File: src/rtl/maze_pkg.sv
// rtl/maze_pkg.sv - shared maze cell, collectible, direction and button encodings
// Purpose: constants and types used by grid_mover and axis_stepper.
// Ports:   none (package).
package maze_pkg;

  // Maze BRAM word layout
  localparam int WALL_BIT = 0;
  localparam int COLL_LSB = 1;
  localparam int COLL_MSB = 3;

  // Collectible codes stored in bits [COLL_MSB:COLL_LSB]; only 1..3 can be picked up
  localparam logic [2:0] COLL_NONE   = 3'd0;
  localparam logic [2:0] COLL_SMALL  = 3'd1;
  localparam logic [2:0] COLL_MEDIUM = 3'd2;
  localparam logic [2:0] COLL_LARGE  = 3'd3;

  // Movement direction pulse encodings
  localparam logic [1:0] DIR_NONE = 2'd0;
  localparam logic [1:0] DIR_POS  = 2'd1;
  localparam logic [1:0] DIR_NEG  = 2'd2;

  // Button vector indices: btn = {down, right, left, up}
  localparam int BTN_UP    = 0;
  localparam int BTN_LEFT  = 1;
  localparam int BTN_RIGHT = 2;
  localparam int BTN_DOWN  = 3;

  typedef enum logic [1:0] {
    ST_IDLE,
    ST_READ,
    ST_EVAL
  } mover_state_t;

  function automatic logic is_pickup(input logic [2:0] code);
    return (code >= COLL_SMALL) && (code <= COLL_LARGE);
  endfunction

endpackage

File: src/rtl/grid_mover_if.sv
// rtl/grid_mover_if.sv - maze BRAM read/write port bundle
// Purpose: groups the BRAM read and write handshake between the mover and the maze memory.
// Ports:   master = mover side (drives strobes/addresses/write data, receives rd_data);
//          slave  = BRAM side.
interface grid_mover_if #(
  parameter int AW     = 8,
  parameter int CELL_W = 9
);
  logic              rd_en;
  logic [AW-1:0]     rd_addr;
  logic [CELL_W-1:0] rd_data;
  logic              wr_en;
  logic [AW-1:0]     wr_addr;
  logic [CELL_W-1:0] wr_data;

  modport master (
    output rd_en, rd_addr, wr_en, wr_addr, wr_data,
    input  rd_data
  );

  modport slave (
    input  rd_en, rd_addr, wr_en, wr_addr, wr_data,
    output rd_data
  );
endinterface

File: src/rtl/axis_stepper.sv
// rtl/axis_stepper.sv - one-axis sub-step / cell-crossing decision
// Purpose: for the current cell and sub position on one axis and a move direction,
//          decides whether the move stays inside the cell or needs a crossing, whether
//          the crossing would leave the grid, and produces the stepped and committed values.
// Ports:   pos_i/sub_i current position, neg_i move direction (1 = towards 0);
//          need_cross_o, off_grid_o decision flags; sub_step_o in-cell result;
//          pos_tgt_o/sub_wrap_o values committed after a successful crossing.
module axis_stepper #(
  parameter int N         = 16,
  parameter int SUB_STEPS = 7,
  parameter int PW        = $clog2(N),
  parameter int SW        = $clog2(SUB_STEPS)
) (
  input  logic [PW-1:0] pos_i,
  input  logic [SW-1:0] sub_i,
  input  logic          neg_i,
  output logic          need_cross_o,
  output logic          off_grid_o,
  output logic [SW-1:0] sub_step_o,
  output logic [SW-1:0] sub_wrap_o,
  output logic [PW-1:0] pos_tgt_o
);
  localparam logic [SW-1:0] SUB_MAX = SW'(SUB_STEPS - 1);
  localparam logic [SW-1:0] SUB_ONE = SW'(1);
  localparam logic [PW-1:0] POS_MAX = PW'(N - 1);
  localparam logic [PW-1:0] POS_ONE = PW'(1);

  always_comb begin
    if (neg_i) begin
      need_cross_o = (sub_i == '0);
      off_grid_o   = (pos_i == '0);
      sub_step_o   = sub_i - SUB_ONE;
      sub_wrap_o   = SUB_MAX;
      pos_tgt_o    = pos_i - POS_ONE;
    end else begin
      need_cross_o = (sub_i == SUB_MAX);
      off_grid_o   = (pos_i == POS_MAX);
      sub_step_o   = sub_i + SUB_ONE;
      sub_wrap_o   = '0;
      pos_tgt_o    = pos_i + POS_ONE;
    end
  end
endmodule

File: src/rtl/grid_mover.sv
// rtl/grid_mover.sv - tile-maze agent movement engine
// Purpose: moves one agent through a GRID_W x GRID_H grid at sub-cell resolution, reading
//          the maze BRAM only on cell crossings (wall check), refusing moves off the grid,
//          and reporting/clearing collectibles through the BRAM write port.
// Ports:   sysclk/reset clock and sync active-high reset; en global freeze;
//          step_tick/btn/has_energy move request; init_load/init_x/init_y position load;
//          bram BRAM read/write bundle (master side);
//          pos_x/pos_y/sub_x/sub_y position; dir/blocked/pickup_valid/pickup_type result
//          pulses; busy = crossing in flight.
module grid_mover #(
  parameter int GRID_W    = 16,
  parameter int GRID_H    = 16,
  parameter int SUB_STEPS = 7,
  parameter int RD_LAT    = 1,
  parameter int CELL_W    = 9,
  parameter int XW        = $clog2(GRID_W),
  parameter int YW        = $clog2(GRID_H),
  parameter int SW        = $clog2(SUB_STEPS),
  parameter int AW        = $clog2(GRID_W * GRID_H)
) (
  input  logic          sysclk,
  input  logic          reset,
  input  logic          en,
  input  logic          step_tick,
  input  logic [3:0]    btn,
  input  logic          has_energy,
  input  logic          init_load,
  input  logic [XW-1:0] init_x,
  input  logic [YW-1:0] init_y,
  grid_mover_if.master  bram,
  output logic [XW-1:0] pos_x,
  output logic [YW-1:0] pos_y,
  output logic [SW-1:0] sub_x,
  output logic [SW-1:0] sub_y,
  output logic [1:0]    dir,
  output logic          blocked,
  output logic          pickup_valid,
  output logic [2:0]    pickup_type,
  output logic          busy
);
  import maze_pkg::*;

  localparam int            CW         = (RD_LAT > 1) ? $clog2(RD_LAT) : 1;
  localparam logic [CW-1:0] LAT_LAST   = CW'(RD_LAT - 1);
  localparam logic [CW-1:0] CNT_ONE    = CW'(1);
  localparam logic [SW-1:0] SUB_CENTRE = SW'(SUB_STEPS / 2);
  localparam logic [AW-1:0] ROW_STRIDE = AW'(GRID_W);
  localparam logic [CELL_W-1:0] COLL_MASK =
    CELL_W'(((1 << (COLL_MSB + 1)) - 1) ^ ((1 << COLL_LSB) - 1));

  mover_state_t      state_q, state_d;
  logic [XW-1:0]     pos_x_q, pos_x_d;
  logic [YW-1:0]     pos_y_q, pos_y_d;
  logic [SW-1:0]     sub_x_q, sub_x_d;
  logic [SW-1:0]     sub_y_q, sub_y_d;
  logic              axis_y_q, axis_y_d;
  logic              neg_q, neg_d;
  logic [CW-1:0]     lat_q, lat_d;
  logic [1:0]        dir_q, dir_d;
  logic              blocked_q, blocked_d;
  logic              pickup_valid_q, pickup_valid_d;
  logic [2:0]        pickup_type_q, pickup_type_d;
  logic              rd_en_q, rd_en_d;
  logic [AW-1:0]     rd_addr_q, rd_addr_d;
  logic              wr_en_q, wr_en_d;
  logic [AW-1:0]     wr_addr_q, wr_addr_d;
  logic [CELL_W-1:0] wr_data_q, wr_data_d;

  // Button priority decode: up > left > right > down
  logic mv_y, mv_neg;
  always_comb begin
    mv_y   = 1'b0;
    mv_neg = 1'b0;
    if (btn[BTN_UP]) begin
      mv_y   = 1'b1;
      mv_neg = 1'b1;
    end else if (btn[BTN_LEFT]) begin
      mv_y   = 1'b0;
      mv_neg = 1'b1;
    end else if (btn[BTN_RIGHT]) begin
      mv_y   = 1'b0;
      mv_neg = 1'b0;
    end else if (btn[BTN_DOWN]) begin
      mv_y   = 1'b1;
      mv_neg = 1'b0;
    end
  end

  // In IDLE the steppers look at the live buttons; afterwards at the latched move,
  // so button changes during a crossing cannot alter it.
  logic axis_y, axis_neg;
  assign axis_y   = (state_q == ST_IDLE) ? mv_y   : axis_y_q;
  assign axis_neg = (state_q == ST_IDLE) ? mv_neg : neg_q;

  logic          x_cross, x_off, y_cross, y_off;
  logic [SW-1:0] x_sub_step, x_sub_wrap, y_sub_step, y_sub_wrap;
  logic [XW-1:0] x_tgt;
  logic [YW-1:0] y_tgt;

  axis_stepper #(.N(GRID_W), .SUB_STEPS(SUB_STEPS), .PW(XW), .SW(SW)) u_step_x (
    .pos_i       (pos_x_q),
    .sub_i       (sub_x_q),
    .neg_i       (axis_neg),
    .need_cross_o(x_cross),
    .off_grid_o  (x_off),
    .sub_step_o  (x_sub_step),
    .sub_wrap_o  (x_sub_wrap),
    .pos_tgt_o   (x_tgt)
  );

  axis_stepper #(.N(GRID_H), .SUB_STEPS(SUB_STEPS), .PW(YW), .SW(SW)) u_step_y (
    .pos_i       (pos_y_q),
    .sub_i       (sub_y_q),
    .neg_i       (axis_neg),
    .need_cross_o(y_cross),
    .off_grid_o  (y_off),
    .sub_step_o  (y_sub_step),
    .sub_wrap_o  (y_sub_wrap),
    .pos_tgt_o   (y_tgt)
  );

  logic          need_cross, off_grid;
  logic [XW-1:0] tgt_x;
  logic [YW-1:0] tgt_y;
  logic [AW-1:0] tgt_addr;
  logic [2:0]    cell_code;

  assign need_cross = axis_y ? y_cross : x_cross;
  assign off_grid   = axis_y ? y_off   : x_off;
  assign tgt_x      = axis_y ? pos_x_q : x_tgt;
  assign tgt_y      = axis_y ? y_tgt   : pos_y_q;
  assign tgt_addr   = AW'(tgt_y) * ROW_STRIDE + AW'(tgt_x);
  assign cell_code  = bram.rd_data[COLL_MSB:COLL_LSB];

  always_comb begin
    state_d        = state_q;
    pos_x_d        = pos_x_q;
    pos_y_d        = pos_y_q;
    sub_x_d        = sub_x_q;
    sub_y_d        = sub_y_q;
    axis_y_d       = axis_y_q;
    neg_d          = neg_q;
    lat_d          = lat_q;
    rd_addr_d      = rd_addr_q;
    wr_addr_d      = wr_addr_q;
    wr_data_d      = wr_data_q;
    pickup_type_d  = pickup_type_q;
    // Strobes are pulses: low unless asserted this cycle (also covers en = 0)
    dir_d          = DIR_NONE;
    blocked_d      = 1'b0;
    pickup_valid_d = 1'b0;
    rd_en_d        = 1'b0;
    wr_en_d        = 1'b0;

    if (en) begin
      if (init_load) begin
        // Overrides any pending tick and abandons an in-flight crossing
        pos_x_d = init_x;
        pos_y_d = init_y;
        sub_x_d = SUB_CENTRE;
        sub_y_d = SUB_CENTRE;
        state_d = ST_IDLE;
      end else begin
        case (state_q)
          ST_IDLE: begin
            if (step_tick && (|btn) && has_energy) begin
              if (!need_cross) begin
                if (axis_y) sub_y_d = y_sub_step;
                else        sub_x_d = x_sub_step;
                dir_d = axis_neg ? DIR_NEG : DIR_POS;
              end else if (off_grid) begin
                blocked_d = 1'b1;
              end else begin
                rd_en_d   = 1'b1;
                rd_addr_d = tgt_addr;
                axis_y_d  = mv_y;
                neg_d     = mv_neg;
                lat_d     = '0;
                state_d   = ST_READ;
              end
            end
          end
          ST_READ: begin
            if (lat_q == LAT_LAST) state_d = ST_EVAL;
            else                   lat_d   = lat_q + CNT_ONE;
          end
          ST_EVAL: begin
            state_d = ST_IDLE;
            if (bram.rd_data[WALL_BIT]) begin
              blocked_d = 1'b1;
            end else begin
              if (axis_y) begin
                pos_y_d = y_tgt;
                sub_y_d = y_sub_wrap;
              end else begin
                pos_x_d = x_tgt;
                sub_x_d = x_sub_wrap;
              end
              dir_d = axis_neg ? DIR_NEG : DIR_POS;
              if (is_pickup(cell_code)) begin
                pickup_valid_d = 1'b1;
                pickup_type_d  = cell_code + 3'd1;
                wr_en_d        = 1'b1;
                wr_addr_d      = rd_addr_q;
                wr_data_d      = bram.rd_data & ~COLL_MASK;
              end
            end
          end
          default: state_d = ST_IDLE;
        endcase
      end
    end
  end

  always_ff @(posedge sysclk) begin
    if (reset) begin
      state_q        <= ST_IDLE;
      pos_x_q        <= init_x;
      pos_y_q        <= init_y;
      sub_x_q        <= SUB_CENTRE;
      sub_y_q        <= SUB_CENTRE;
      axis_y_q       <= 1'b0;
      neg_q          <= 1'b0;
      lat_q          <= '0;
      dir_q          <= DIR_NONE;
      blocked_q      <= 1'b0;
      pickup_valid_q <= 1'b0;
      pickup_type_q  <= 3'd0;
      rd_en_q        <= 1'b0;
      rd_addr_q      <= '0;
      wr_en_q        <= 1'b0;
      wr_addr_q      <= '0;
      wr_data_q      <= '0;
    end else begin
      state_q        <= state_d;
      pos_x_q        <= pos_x_d;
      pos_y_q        <= pos_y_d;
      sub_x_q        <= sub_x_d;
      sub_y_q        <= sub_y_d;
      axis_y_q       <= axis_y_d;
      neg_q          <= neg_d;
      lat_q          <= lat_d;
      dir_q          <= dir_d;
      blocked_q      <= blocked_d;
      pickup_valid_q <= pickup_valid_d;
      pickup_type_q  <= pickup_type_d;
      rd_en_q        <= rd_en_d;
      rd_addr_q      <= rd_addr_d;
      wr_en_q        <= wr_en_d;
      wr_addr_q      <= wr_addr_d;
      wr_data_q      <= wr_data_d;
    end
  end

  assign bram.rd_en   = rd_en_q;
  assign bram.rd_addr = rd_addr_q;
  assign bram.wr_en   = wr_en_q;
  assign bram.wr_addr = wr_addr_q;
  assign bram.wr_data = wr_data_q;

  assign pos_x        = pos_x_q;
  assign pos_y        = pos_y_q;
  assign sub_x        = sub_x_q;
  assign sub_y        = sub_y_q;
  assign dir          = dir_q;
  assign blocked      = blocked_q;
  assign pickup_valid = pickup_valid_q;
  assign pickup_type  = pickup_type_q;
  assign busy         = (state_q != ST_IDLE);
endmodule

File: src/flat_wrapper.sv
// flat-port wrapper written by rule: the top's interface ports become plain ports
module grid_mover_flat import maze_pkg::*;
#(
  parameter int GRID_W    = 16,
  parameter int GRID_H    = 16,
  parameter int SUB_STEPS = 7,
  parameter int RD_LAT    = 1,
  parameter int CELL_W    = 9,
  parameter int XW        = $clog2(GRID_W),
  parameter int YW        = $clog2(GRID_H),
  parameter int SW        = $clog2(SUB_STEPS),
  parameter int AW        = $clog2(GRID_W * GRID_H)
)
  (sysclk, reset, en, step_tick, btn, has_energy, init_load, init_x, init_y, pos_x, pos_y, sub_x, sub_y, dir, blocked, pickup_valid, pickup_type, busy, bram_rd_en, bram_rd_addr, bram_wr_en, bram_wr_addr, bram_wr_data, bram_rd_data);
  grid_mover_if #(.AW(AW), .CELL_W(CELL_W)) bram_i ();
  input  logic sysclk;
  input  logic reset;
  input  logic en;
  input  logic step_tick;
  input  logic [3:0] btn;
  input  logic has_energy;
  input  logic init_load;
  input  logic [XW-1:0] init_x;
  input  logic [YW-1:0] init_y;
  output logic [XW-1:0] pos_x;
  output logic [YW-1:0] pos_y;
  output logic [SW-1:0] sub_x;
  output logic [SW-1:0] sub_y;
  output logic [1:0] dir;
  output logic blocked;
  output logic pickup_valid;
  output logic [2:0] pickup_type;
  output logic busy;
  output wire logic [$bits(bram_i.rd_en)-1:0] bram_rd_en;
  output wire logic [$bits(bram_i.rd_addr)-1:0] bram_rd_addr;
  output wire logic [$bits(bram_i.wr_en)-1:0] bram_wr_en;
  output wire logic [$bits(bram_i.wr_addr)-1:0] bram_wr_addr;
  output wire logic [$bits(bram_i.wr_data)-1:0] bram_wr_data;
  input wire logic [$bits(bram_i.rd_data)-1:0] bram_rd_data;
  assign bram_rd_en = bram_i.rd_en;
  assign bram_rd_addr = bram_i.rd_addr;
  assign bram_wr_en = bram_i.wr_en;
  assign bram_wr_addr = bram_i.wr_addr;
  assign bram_wr_data = bram_i.wr_data;
  assign bram_i.rd_data = bram_rd_data;
  grid_mover #(.GRID_W(GRID_W), .GRID_H(GRID_H), .SUB_STEPS(SUB_STEPS), .RD_LAT(RD_LAT), .CELL_W(CELL_W), .XW(XW), .YW(YW), .SW(SW), .AW(AW)) u_core (.sysclk(sysclk), .reset(reset), .en(en), .step_tick(step_tick), .btn(btn), .has_energy(has_energy), .init_load(init_load), .init_x(init_x), .init_y(init_y), .bram(bram_i), .pos_x(pos_x), .pos_y(pos_y), .sub_x(sub_x), .sub_y(sub_y), .dir(dir), .blocked(blocked), .pickup_valid(pickup_valid), .pickup_type(pickup_type), .busy(busy));
endmodule
File: config.mk
export PLATFORM = sky130hd
export DESIGN_NAME = grid_mover_flat
export DESIGN_NICKNAME = d
export VERILOG_FILES = /design/src/rtl/maze_pkg.sv /design/src/rtl/grid_mover_if.sv /design/src/rtl/axis_stepper.sv /design/src/rtl/grid_mover.sv /design/src/flat_wrapper.sv
export SDC_FILE = /design/constraint.sdc
export NUM_CORES = 1
export LEC_CHECK = 0
export ABC_AREA = 1
export BUFFER_PORTS_ARGS = -buffer_cell sky130_fd_sc_hd__buf_2
export CORE_UTILIZATION = 25
export DETAILED_ROUTE_END_ITERATION = 8
export HOLD_SLACK_MARGIN = 0.02
export PLACE_DENSITY_LB_ADDON = 0.1
export SLEW_MARGIN = 10
export SYNTH_ARGS = -nofsm -noshare
export SYNTH_HDL_FRONTEND = slang
export SYNTH_SLANG_ARGS = --single-unit
File: constraint.sdc
create_clock -name sysclk -period 2.71 [get_ports sysclk]
set_clock_uncertainty 0.1 [all_clocks]
set_input_delay 0.1355 -clock sysclk [delete_from_list [all_inputs] [get_ports sysclk]]
set_output_delay 0.1355 -clock sysclk [all_outputs]
set_load 0.02 [all_outputs]
==> impl_metrics.tcl <==
set metrics [dict create \
    status "complete, no violations" \
    dieArea_mm2 0.01160 \
    synth_compound_area_frac 0.1120 \
    cp-startpoint "u_core.state_q[0]$_SDFFE_PP0P_" \
    gp_congestion 0.8297 \
    die-height_um 107.7 \
    timing.fmax_mhz 412.8 \
    clk_pin_slew_ps 100 \
    post-cts-setup-buffers 0 \
    leakagePower_nw 1.779 \
    seq_area_frac_synth 0.3656 \
    drtIter0Drc 135 \
    hold_viol_final 0 \
    cts-root-buf "clkbuf_8" \
    hpwlAfterDp_um 5893 \
    worstPathArrival_ps 2410 \
    stdcell_count 639 \
    pin_count 76 \
    port_buffers 71 \
    synth_edf_count 8 \
    hold_path_class "in2reg" \
    via_per_inst 4.280 \
    critPathLaunchType "flop" \
    fin_crit_sh 0.8939 \
    crit_chain "nor2_4 > nand2_2 > nand2_2 > inv_1 > ha_1 > nand2_1 > nand3b_1 > nand2_1 > nand2_1 > nand3_1 > nand3_1 > nand2_1 > inv_1" \
    synth_xor_area_frac 0.02195 \
    vdd.ir_drop.worst_mv 0.2068 \
    crit_path_max_incr_delay_ps 400 \
    clock_sinks 47 \
    cts_tree "yes" \
    cts_made_buffers 5 \
    postSynth.asyncResetShare 0 \
    drc 0 \
    clk_latency_ps 310 \
    core_mm2 0.01084 \
    cts_buffer_depth 2 \
    crit_required_ps 2700 \
    layout_commonest_cell "nand2_1" \
    dpl.cell_count 620 \
    grt_pass1_vias 2627 \
    grt_max_degree 34 \
    h-tree-depth 2 \
    start_util 0.2576 \
    chipWidth_um 107.7 \
    dr.pass1.iters 4 \
    dr_total_vias 2735 \
    grt_overflow_total 0 \
    routedWlPerCell_um 12.20 \
    hp-start "bram_rd_data[0]" \
    synth.avg_cell_area_um2 6.713 \
    syn_to_final_growth_pct 25.45 \
    critPathKind "reg2reg" \
    grt_usage 0.1420 \
    cap_viol_max_count 0 \
    synth_adder_area_share 0.04032 \
    fin_nets 534 \
    crit_path_top_delay_cell "dfxtp_1" \
    rows 38 \
    setup_viol 0 \
    drv_slew 0 \
    synth_top_family_by_area "simple AND/OR/NAND/NOR gates" \
    layout_common_cells "94 x nand2_1, 71 x buf_2, 64 x inv_1" \
    wl_um 7796 \
    drive_above_1_share 0.2064 \
    power.density_mw_per_mm2 523.9 \
    synth_seq_cells 47 \
    antenna_left 0 \
    grt_pass1_wl_um 12810 \
    muxShareOfSynthArea 0 \
    synth-simple-area-share 0.3360 \
    fin_crit_ps 2422 \
    n_antenna_cell 0 \
    ys_warn_count 0 \
    syn-cell-area_mm2 0.002793 \
    cp_max_fo 9 \
    rsz0062_at_grt "false" \
    yosys.cell_types.count 32 \
    synthCells 416 \
    synth_ff_type "dfxtp_1" \
    setup-tns-final_ps 0 \
    worstReg2RegStart "u_core.state_q[0]$_SDFFE_PP0P_" \
    cpMostUsedCell "nand2_1" \
    antenna_found_initial 0 \
    end_kind "flop" \
]
routing by layer:
metal	vias to the layer above	part of all wire	GRT usage
met2	52	0.44	0.2280
met5	-	0	0
met1	1210	0.49	0.1867
li1	1466	-	-
met4	0	0.017	0.04697
met3	7	0.045	0.03148
synthesized netlist by cell type, types with 2 or more instances:
library cell	count	area, um2
clkbuf_1	5	18.77
or2_2	2	12.51
xor2_1	6	52.55
nand2_4	2	22.52
nand2_2	9	56.30
buf_2	4	20.02
o21ai_0	32	160.2
dfxtp_1	39	780.8
nand3b_1	3	22.52
nor2_1	48	180.2
nor2_4	2	22.52
nand2_1	94	352.8
nand3_1	39	195.2
edfxtp_1	8	240.2
or2_0	3	18.77
a21oi_1	22	110.1
inv_1	64	240.2
ha_1	9	112.6
buf_4	6	45.04
a31oi_1	3	18.77
nand4_1	4	25.02
nor3_1	2	10.01
power by group:
part           internal, mW  total, mW  leakage (nW)  switching [mW]
Combinational         0.183      0.507          1.33           0.324
Clock                 0.277      0.543        0.0557           0.266
Sequential            0.745      0.786         0.395          0.0407
Total                  1.21       1.84          1.78           0.630
state kept, by name, indices dropped and copies added (netlist names):
name	cells
u_core.bram.rd_addr	8
u_core.dir	2
u_core.pos_y	4
u_core.sub_y	3
u_core.bram.rd_en	1
u_core.state_q	2
u_core.bram.wr_addr	8
u_core.neg_q	1
u_core.pickup_type	3
u_core.pickup_valid	1
u_core.axis_y_q	1
u_core.bram.wr_data	5
u_core.blocked	1
u_core.pos_x	4
u_core.sub_x	3
timing repair:
action	in CTS	in global routing
hold buffers	11	0
endpoints found under the hold margin	13	0
resized for setup	0	0
endpoints found under the setup margin	0	0
cells by family (layout without fill, tap and decap cells):
logic type                 count (synthesis)  in the layout
AOI/OAI and AO/OA                         60             60
DFF                                       47             47
other                                      1              4
adders and majority gates                  9              9
buffers and inverters                     82            162
and+or+nand+nor                          210            210
xor gates and xnor gates                   7              7
path summary, 6_finish.rpt:
check / to / slack [ps] / cells past startpoint
worst max-delay path: u_core.pos_x[3]$_DFFE_PP_ / 290 / 13
worst min-delay path: u_core.dir[1]$_SDFF_PP0_ / 60 / 4
worst max register to register: u_core.pos_x[3]$_DFFE_PP_ / 290 / 13
worst min register to register: u_core.bram.wr_addr[7]$_SDFFE_PP0P_ / 350 / 2
critical path, delay by kind of cell (launching register included):
kind / cells / cell delay, ps
flops: 1 / 400
simple gates: 10 / 1170
fa+ha+maj: 1 / 350
buf+inv: 2 / 190
per-stage QoR:
stage	instance area, um2	hold slack [ps]	power (mW)	setup WS (ps)	util
global route	3503	50.19	1.972	10.54	0.3232
detailed placement	3284	319.9	1.300	284.0	0.3030
floorplan	2804	222.4	1.155	609.0	-
global placement	3284	313.2	1.302	402.7	0.3030
finish	3503	56.04	1.835	287.5	0.3232
CTS	3503	34.24	1.873	285.1	0.3232
final cells by class:
type | count | area, um2
Fill cell | 1240 | 7337
Multi-Input combinational cell | 290 | 1440
Sequential cell | 47 | 1021
Timing Repair Buffer | 88 | 510.5
Inverter | 66 | 247.7
Tap cell | 140 | 175.2
Clock buffer | 6 | 72.57
Clock inverter | 2 | 36.28
No activity file was read; power rests on OpenSTA's default activity.
